==> config.mk <==
export PLATFORM = sky130hd
export DESIGN_NAME = decode_stage
export DESIGN_NICKNAME = d
export VERILOG_FILES = /design/src/rtl/decode_stage.sv
export SDC_FILE = /design/constraint.sdc
export NUM_CORES = 1
export LEC_CHECK = 0
export CAP_MARGIN = 0
export CORE_ASPECT_RATIO = 0.9
export CORE_MARGIN = 2
export CORE_UTILIZATION = 35
export DETAILED_ROUTE_END_ITERATION = 12
export HOLD_SLACK_MARGIN = 0.03
export PLACE_DENSITY = 0.72
export SYNTH_ARGS = -nofsm -noshare
export SYNTH_HDL_FRONTEND = slang
export SYNTH_SLANG_ARGS = --single-unit
==> constraint.sdc <==
create_clock -name clk -period 4.9 [get_ports clk]
set_clock_uncertainty 0.05 [all_clocks]
set_input_delay 0.98 -clock clk [delete_from_list [all_inputs] [get_ports clk]]
set_output_delay 0.98 -clock clk [all_outputs]
set_load 0.02 [all_outputs]
==> src/rtl/decode_stage.sv <==
// Decode stage: splits the fetch word into register ids, immediate and
// control fields, selects operands with a writeback bypass, detects the
// load-use hazard and registers everything into the ID/EX pipeline slot.
module decode_stage (
  input  logic        clk,
  input  logic        reset_n,
  input  logic        if_valid,
  input  logic [31:0] if_instr,
  input  logic [31:0] if_pc,
  output logic        id_ready,
  output logic [4:0]  rf_read1_id,
  output logic [4:0]  rf_read2_id,
  input  logic [31:0] rf_read1_data,
  input  logic [31:0] rf_read2_data,
  input  logic        wb_write_en,
  input  logic [4:0]  wb_write_id,
  input  logic [31:0] wb_write_data,
  input  logic        ex_valid,
  input  logic        ex_is_load,
  input  logic [4:0]  ex_rd,
  input  logic        ex_ready,
  input  logic        flush,
  output logic        id_ex_valid,
  output logic [31:0] id_ex_pc,
  output logic [31:0] id_ex_rs1_data,
  output logic [31:0] id_ex_rs2_data,
  output logic [31:0] id_ex_imm,
  output logic [4:0]  id_ex_rs1_id,
  output logic [4:0]  id_ex_rs2_id,
  output logic [4:0]  id_ex_rd,
  output logic [6:0]  id_ex_opcode,
  output logic [2:0]  id_ex_funct3,
  output logic        id_ex_funct7b5,
  output logic        id_ex_illegal
);

  localparam logic [6:0] OP_LUI      = 7'b0110111;
  localparam logic [6:0] OP_AUIPC    = 7'b0010111;
  localparam logic [6:0] OP_JAL      = 7'b1101111;
  localparam logic [6:0] OP_JALR     = 7'b1100111;
  localparam logic [6:0] OP_BRANCH   = 7'b1100011;
  localparam logic [6:0] OP_LOAD     = 7'b0000011;
  localparam logic [6:0] OP_STORE    = 7'b0100011;
  localparam logic [6:0] OP_OPIMM    = 7'b0010011;
  localparam logic [6:0] OP_OP       = 7'b0110011;
  localparam logic [6:0] OP_SYSTEM   = 7'b1110011;
  localparam logic [6:0] OP_MISCMEM  = 7'b0001111;

  logic [6:0]  w_opcode;
  logic [4:0]  w_rs1, w_rs2, w_rd;
  logic        w_rs1_used, w_rs2_used;
  logic        w_hazard;
  logic        w_transfer;
  logic [31:0] w_rs1_data, w_rs2_data;
  logic [31:0] w_imm;
  logic        w_illegal;

  logic        r_valid;
  logic [31:0] r_pc, r_rs1_data, r_rs2_data, r_imm;
  logic [4:0]  r_rs1_id, r_rs2_id, r_rd;
  logic [6:0]  r_opcode;
  logic [2:0]  r_funct3;
  logic        r_funct7b5;
  logic        r_illegal;

  assign w_opcode    = if_instr[6:0];
  assign w_rd        = if_instr[11:7];
  assign w_rs1       = if_instr[19:15];
  assign w_rs2       = if_instr[24:20];
  assign rf_read1_id = w_rs1;
  assign rf_read2_id = w_rs2;

  assign w_rs1_used = (w_opcode != OP_LUI) && (w_opcode != OP_AUIPC) && (w_opcode != OP_JAL);
  assign w_rs2_used = (w_opcode == OP_BRANCH) || (w_opcode == OP_STORE) || (w_opcode == OP_OP);

  // A load still in EX cannot forward in time; stall any consumer of its rd.
  assign w_hazard = ex_valid && ex_is_load && (ex_rd != 5'd0) &&
                    ((w_rs1_used && (ex_rd == w_rs1)) || (w_rs2_used && (ex_rd == w_rs2)));

  // id_ready is forced low during reset so fetch never sees a phantom accept.
  assign id_ready   = reset_n && ex_ready && !w_hazard && !flush;
  assign w_transfer = if_valid && id_ready;

  // Operand select: x0 is hardwired, then same-cycle writeback, then the RF.
  always_comb begin
    w_rs1_data = rf_read1_data;
    w_rs2_data = rf_read2_data;
    if (w_rs1 == 5'd0)
      w_rs1_data = 32'd0;
    else if (wb_write_en && (wb_write_id == w_rs1))
      w_rs1_data = wb_write_data;
    if (w_rs2 == 5'd0)
      w_rs2_data = 32'd0;
    else if (wb_write_en && (wb_write_id == w_rs2))
      w_rs2_data = wb_write_data;
  end

  // Immediate formation and legality check by opcode.
  always_comb begin
    w_imm     = 32'd0;
    w_illegal = 1'b0;
    case (w_opcode)
      OP_LOAD, OP_OPIMM, OP_JALR, OP_SYSTEM:
        w_imm = {{20{if_instr[31]}}, if_instr[31:20]};
      OP_STORE:
        w_imm = {{20{if_instr[31]}}, if_instr[31:25], if_instr[11:7]};
      OP_BRANCH:
        w_imm = {{19{if_instr[31]}}, if_instr[31], if_instr[7], if_instr[30:25],
                 if_instr[11:8], 1'b0};
      OP_LUI, OP_AUIPC:
        w_imm = {if_instr[31:12], 12'd0};
      OP_JAL:
        w_imm = {{11{if_instr[31]}}, if_instr[31], if_instr[19:12], if_instr[20],
                 if_instr[30:21], 1'b0};
      OP_OP, OP_MISCMEM:
        w_imm = 32'd0;
      default:
        w_illegal = 1'b1;
    endcase
  end

  // ID/EX register: flush kills, transfer loads, ex_ready without transfer
  // inserts a bubble (payload kept), ex_ready low holds everything.
  always_ff @(posedge clk or negedge reset_n) begin
    if (!reset_n) begin
      r_valid    <= 1'b0;
      r_pc       <= 32'd0;
      r_rs1_data <= 32'd0;
      r_rs2_data <= 32'd0;
      r_imm      <= 32'd0;
      r_rs1_id   <= 5'd0;
      r_rs2_id   <= 5'd0;
      r_rd       <= 5'd0;
      r_opcode   <= 7'd0;
      r_funct3   <= 3'd0;
      r_funct7b5 <= 1'b0;
      r_illegal  <= 1'b0;
    end else if (flush) begin
      r_valid <= 1'b0;
    end else if (ex_ready) begin
      r_valid <= w_transfer;
      if (w_transfer) begin
        r_pc       <= if_pc;
        r_rs1_data <= w_rs1_data;
        r_rs2_data <= w_rs2_data;
        r_imm      <= w_imm;
        r_rs1_id   <= w_rs1;
        r_rs2_id   <= w_rs2;
        r_rd       <= w_rd;
        r_opcode   <= w_opcode;
        r_funct3   <= if_instr[14:12];
        r_funct7b5 <= if_instr[30];
        r_illegal  <= w_illegal;
      end
    end
  end

  assign id_ex_valid    = r_valid;
  assign id_ex_pc       = r_pc;
  assign id_ex_rs1_data = r_rs1_data;
  assign id_ex_rs2_data = r_rs2_data;
  assign id_ex_imm      = r_imm;
  assign id_ex_rs1_id   = r_rs1_id;
  assign id_ex_rs2_id   = r_rs2_id;
  assign id_ex_rd       = r_rd;
  assign id_ex_opcode   = r_opcode;
  assign id_ex_funct3   = r_funct3;
  assign id_ex_funct7b5 = r_funct7b5;
  assign id_ex_illegal  = r_illegal;

endmodule

==> results of run 1 <==
==> sequential cells by signal (all words and copies together), names as in the netlist <==
signal / flops
id_ex_illegal: 1
id_ex_funct7b5: 1
id_ex_rs2_id: 5
id_ex_imm: 32
id_ex_opcode: 7
id_ex_rd: 5
id_ex_rs2_data: 32
id_ex_valid: 1
id_ex_funct3: 3
id_ex_rs1_data: 32
id_ex_pc: 32
id_ex_rs1_id: 5
==> through the flow <==
stage / util (%) / instance area [µm²] / setup WS, ns
2_1_floorplan: - / 7850 / 1.27
3_3_place_gp: 52.5 / 11400 / 0.538
3_5_place_dp: 52.5 / 11400 / 0.573
4_1_cts: 55.3 / 12100 / 0.557
5_1_grt: 55.3 / 12100 / 0.402
6_report: 55.3 / 12100 / 0.542
==> how the worst max path moves through the flow <==
stage,startpoint,to,slack (ns),cells past startpoint
after global placement,ex_rd[1],id_ready,0.54,6
after floorplan,if_instr[6],id_ready,1.27,4
after detailed placement,ex_rd[1],id_ready,0.57,6
after global routing,ex_rd[1],id_ready,0.40,6
after CTS,ex_rd[1],id_ready,0.56,6
final,ex_rd[1],id_ready,0.54,6
==> area by class of cell <==
cell class | count | area [µm²]
repair buffers | 365 | 3630
fillers | 1948 | 9750
clock buffers | 18 | 439
multi-input cells | 462 | 3480
well taps | 291 | 364
clock inverters | 14 | 181
flip-flops and latches | 156 | 3900
inverters | 20 | 75.1
==> cell usage in the layout, fill, tap and decap left out, drive strengths merged, types with 2 or more instances in the layout <==
cell,count
or4,3
nand4,3
o32ai,2
nor3,4
clkinv,3
nor2b,2
clkinvlp,2
and4,2
nand3,67
a211oi,2
nand2,14
a21oi,79
mux2i,18
nor4,2
bufinv,3
clkdlybuf4s50,343
inv,26
buf,22
nor2,7
nand4b,2
xnor2,20
dfrtp,156
clkbuf,18
and2,4
o21ai,67
mux2,137
a22o,13
==> power by group <==
group	total [mW]	internal [mW]	switching, mW
Sequential	1.66	1.54	0.123
Clock	1.40	0.828	0.577
Combinational	1.46	0.743	0.714
Total	4.53	3.11	1.41
==> critical path: stages <==
cell and delay [ns]:
clkdlybuf4s50_1 0.48, or4_1 0.57, o211ai_1 0.22, nor3_1 0.14
nor4_1 0.28, clkdlybuf4s50_1 0.65
==> cells by family (layout without fill, tap and decap cells) <==
| group | after synthesis | in the layout | synth area share [%] |
|---|---|---|---|
| compound gates | 171 | 171 | 12.2 |
| xor+xnor | 21 | 21 | 2.34 |
| buf+inv | 89 | 417 | 6.06 |
| flops | 156 | 156 | 49.8 |
| mux | 155 | 155 | 22.0 |
| simple gates | 115 | 115 | 7.72 |
==> per-layer routing <==
metal / share of wire [%] / vias to the layer above / global-route usage [%]
li1: - / 3159 / -
met4: 2.2 / 0 / 6.46
met5: 0 / - / 0
met2: 47 / 328 / 35.7
met3: 9.7 / 32 / 8.38
met1: 41 / 3430 / 27.5
==> flow_metrics.env, run 1 <==
export IMPL_outcome="completed"
export IMPL_yosys_area_top_type_share_pct=49.8
export IMPL_criticalPathCategory="in2out"
export IMPL_worstSetupEndpointType="output port"
export IMPL_placed_cells=1294
export IMPL_yosysSeqAreaShare_pct=49.8
export IMPL_drt_wl_total_um=25900
export IMPL_drc=0
export IMPL_numClockSinks=156
export IMPL_vias=6949
export IMPL_fin_cells=1326
export IMPL_globalRouteOverflowTotal=0
export IMPL_syn_inst=707
export IMPL_cts_hold_buffers_added=0
export IMPL_antenna_diode_count=0
export IMPL_drt_iter0_markers=463
export IMPL_ys_top_cells_by_area="dfrtp_1, mux2_1, a21oi_1"
export IMPL_timing_rr_start="id_ex_illegal$_DFFE_PN0P_"
export IMPL_setup_tns_ns=0
export IMPL_cp_required_ns=3.87
export IMPL_pin_count=345
export IMPL_grt_pass1_wl_um=40600
export IMPL_vias_per_cell=5.24
export IMPL_finalHoldViolations=0
export IMPL_die_area_um2=23600
export IMPL_die_height_um=146
export IMPL_grt_max_degree=82
export IMPL_grt_pass1_vias=7191
export IMPL_synth_common_cells="dfrtp_1, mux2_1, a21oi_1"
export IMPL_ant_nets=0
export IMPL_synth_async_reset_ratio_pct=100
export IMPL_max_slew_margin_rel_pct=27.1
export IMPL_synth_most_common_cell="dfrtp_1"
export IMPL_holdWs_ns=0.308
export IMPL_clock_path_buffers=2
export IMPL_syn_area_per_cell_um2=11.1
export IMPL_cp_max_fo=3
export IMPL_syn_nets=885
export IMPL_ys_seq_elements=156
export IMPL_area_delta_synth_final_pct=53.8
export IMPL_irDropWorstVdd_mv=0.207
export IMPL_rows=51
export IMPL_cp_start_kind="input port"
export IMPL_first_pass_iters=6
export IMPL_p_per_area_nw_per_um2=375
export IMPL_slew_violations=0
export IMPL_r2r_slack_ns=4.04
export IMPL_cts_tree="yes"
export IMPL_cts_buffers=17
export IMPL_root_buffer="clkbuf_16"
export IMPL_rsz0062_at_grt="no"
export IMPL_setup_viol=0
export IMPL_period_needed_ns=4.36
export IMPL_layout_nets=1200
export IMPL_start_util_pct=36.0
export IMPL_leakagePower_nw=4.75
export IMPL_maxCapViolCount=0
export IMPL_ys_warn_count=0
export IMPL_r2r_end="id_ex_illegal$_DFFE_PN0P_"
export IMPL_min_period_over_period_pct=88.9
export IMPL_grt_antenna_before_repair=0
export IMPL_post_cts_resized=0
export IMPL_drive_above_1_share_pct=6.96
export IMPL_synth_flop_cell="dfrtp_1"
export IMPL_min_path_type="in2async"
export IMPL_arrival_ns=3.33
export IMPL_clkSlewWorstSetupHoldPaths_ns=0.07
export IMPL_total_power_mw=4.53
export IMPL_gp_congestion=0.894
export IMPL_io_buffers=344
export IMPL_cts_setup_buffers=0
export IMPL_clk_insertion_delay_late_ns=0.42
export IMPL_worstMarginPinSlew_ns=1.09
export IMPL_wire_per_inst_um=19.5
export IMPL_yosysTopAreaCell="dfrtp_1"
export IMPL_reg2regPathDepth=1
export IMPL_fmax_mhz=229
export IMPL_cts_max_level=4
export IMPL_dp_hpwl_um=18300
export IMPL_grt_total_usage_pct=22.1
export IMPL_synth_edff_count=0
export IMPL_ys_types=43
export IMPL_fp_coreArea_um2=21800
export IMPL_syn_cell_area_um2=7850
export IMPL_die_w_um=162
Power figures use the tool's default switching activity.
==> run 2, diff against run 1 <==
--- a/config.mk
+++ b/config.mk
@@ -7,7 +7,6 @@
 export LEC_CHECK = 0
 export CAP_MARGIN = 0
 export CORE_ASPECT_RATIO = 0.9
-export CORE_MARGIN = 2
 export CORE_UTILIZATION = 35
 export DETAILED_ROUTE_END_ITERATION = 12
 export HOLD_SLACK_MARGIN = 0.03
==> run 2 against run 1 <==
  * Maximum frequency is essentially flat
  * Design area is essentially flat
  * Combinational power is essentially flat
  * Total power shrank 0.54%
  * Hold slack gained 0.073 ns
  * Global-route usage grew 0.71 points
  * Final cell count grew 0.23%
  * Count of clock-buffer cells in the layout grew 2
  * Critical path depth is the same
  * Core utilization grew 0.052 points
==> flow_metrics.env, run 2 (synthesized netlist as in run 1, its figures left out) <==
export IMPL_first_pass_iters=5
export IMPL_fin_ws_ns=0.542
export IMPL_grt_total_usage_pct=22.8
export IMPL_clock_power_share_pct=30.6
export IMPL_slowest_stage="clkdlybuf4s50_1"
export IMPL_dp_hpwl_um=17900
export IMPL_worstPathCellList="clkdlybuf4s50_1, or4_1, o211ai_1, nor3_1, nor4_1, clkdlybuf4s50_1"
export IMPL_fp_coreArea_um2=21800
export IMPL_top_layer="met4"
export IMPL_path_delay_family="buffers and inverters"
export IMPL_rsz0062_at_grt="no"
export IMPL_setup_viol=0
export IMPL_pin_count=345
export IMPL_wl_met2_um=12200
export IMPL_globalRouteOverflowTotal=0
export IMPL_cts_tree="yes"
export IMPL_drc=0
export IMPL_drt_wl_total_um=26000
export IMPL_slowest_delay_ns=0.65
export IMPL_p_per_area_nw_per_um2=373
export IMPL_max_slew_margin_rel_pct=17.8
export IMPL_die_height_um=144
export IMPL_ant_nets=0
export IMPL_gp_congestion=0.904
export IMPL_post_cts_resized=0
export IMPL_layout_nets=1202
export IMPL_combinationalPowerShare_pct=32.4
export IMPL_final_common_cell="clkdlybuf4s50_1"
export IMPL_irDropWorstVdd_mv=0.216
export IMPL_vias=6864
export IMPL_internal_power_mw=3.09
export IMPL_grt_antenna_before_repair=1
export IMPL_r2r_slack_ns=4.04
export IMPL_leakagePower_nw=4.76
export IMPL_worstMarginPinSlew_ns=1.23
export IMPL_min_period_over_period_pct=88.9
export IMPL_fmax_mhz=229
export IMPL_io_buffers=344
export IMPL_period_needed_ns=4.36
export IMPL_cp_max_fo=3
export IMPL_timing_rr_start="id_ex_imm[19]$_DFFE_PN0P_"
export IMPL_rows=51
export IMPL_layout_common_cells="clkdlybuf4s50_1, dfrtp_1, mux2_1"
export IMPL_pre_cts_slack_ns=0.562
export IMPL_worst_path_buf_inv=2
export IMPL_r2r_end="id_ex_imm[19]$_DFFE_PN0P_"
export IMPL_switching_share_pct=31.3
export IMPL_critical_path_most_common_cell="clkdlybuf4s50_1"
export IMPL_min_path_type="in2async"
export IMPL_start_util_pct=36.0
export IMPL_cts_buffers=17
export IMPL_switching_power_mw=1.41
export IMPL_cts_hold_buffers_added=0
export IMPL_area_delta_synth_final_pct=54.0
export IMPL_cts_max_level=4
export IMPL_arrival_ns=3.33
export IMPL_criticalPathCategory="in2out"
export IMPL_drt_iter0_markers=429
export IMPL_post_dp_cell_area_um2=11500
export IMPL_maxCapViolCount=0
export IMPL_die_area_um2=23000
export IMPL_met1_length_um=10700
export IMPL_drive_above_1_share_pct=7.14
export IMPL_slew_violations=0
export IMPL_clkSlewWorstSetupHoldPaths_ns=0.07
export IMPL_reg2regPathDepth=1
export IMPL_grt_max_degree=101
export IMPL_grt_pass1_wl_um=39700
export IMPL_cts_setup_buffers=0
export IMPL_root_buffer="clkbuf_16"
export IMPL_wl_met3_um=2480
export IMPL_cp_required_ns=3.87
export IMPL_pwr_share_seq_pct=37.0
export IMPL_setup_tns_ns=0
export IMPL_outcome="completed"
export IMPL_numClockSinks=156
export IMPL_final_area_um2=12100
export IMPL_worstSetupEndpointType="output port"
export IMPL_clock_path_buffers=2
export IMPL_holdWs_ns=0.382
export IMPL_wire_per_inst_um=19.6
export IMPL_finalHoldViolations=0
export IMPL_grt_pass1_vias=6959
export IMPL_die_w_um=160
export IMPL_cp_start_kind="input port"
export IMPL_vias_per_cell=5.16
export IMPL_clk_insertion_delay_late_ns=0.41
==> run 2: final cells by class <==
type                    instances  area, µm²
fillers                      1889       9740
flip-flops and latches        156       3900
repair buffers                367       3640
multi-input cells             462       3480
clock buffers                  20        467
well taps                     291        364
clock inverters                12        148
inverters                      20       75.1
diodes                          1       2.50
==> run 2: power groups by stage <==
| stage | Clock [mW] | Sequential (mW) | Combinational (mW) |
|---|---|---|---|
| after global placement | 0 | 1.68 | 1.46 |
| after CTS | 1.43 | 1.67 | 1.47 |
| after floorplan | 0 | 2.00 | 0.316 |
| after global routing | 1.47 | 1.70 | 1.54 |
| final | 1.38 | 1.66 | 1.46 |
| after detailed placement | 0 | 1.69 | 1.47 |
==> run 2: metal layers <==
layer  up-vias  track usage [%]
li1       3173                -
met1      3330             27.5
met2       321             37.2
met3        40             8.12
met4         0             9.22
met5         -                0
==> run 2: metrics by stage <==
stage | instances | power (mW) | utilization [%]
3_3_place_gp | 1296 | 3.14 | 52.5
3_5_place_dp | 1296 | 3.15 | 52.5
5_1_grt | 1328 | 4.71 | 55.3
4_1_cts | 1328 | 4.56 | 55.3
2_1_floorplan | 707 | 2.32 | -
6_report | 1329 | 4.50 | 55.4
==> run 2: worst max path at each step <==
stage / startpoint / endpoint / slack, ns / cells after the start
floorplan: if_instr[6] / id_ready / 1.27 / 4
global placement: ex_rd[1] / id_ready / 0.57 / 6
detailed placement: ex_rd[1] / id_ready / 0.56 / 6
CTS: ex_rd[1] / id_ready / 0.55 / 6
global route: ex_rd[1] / id_ready / 0.33 / 6
finish: ex_rd[1] / id_ready / 0.54 / 6
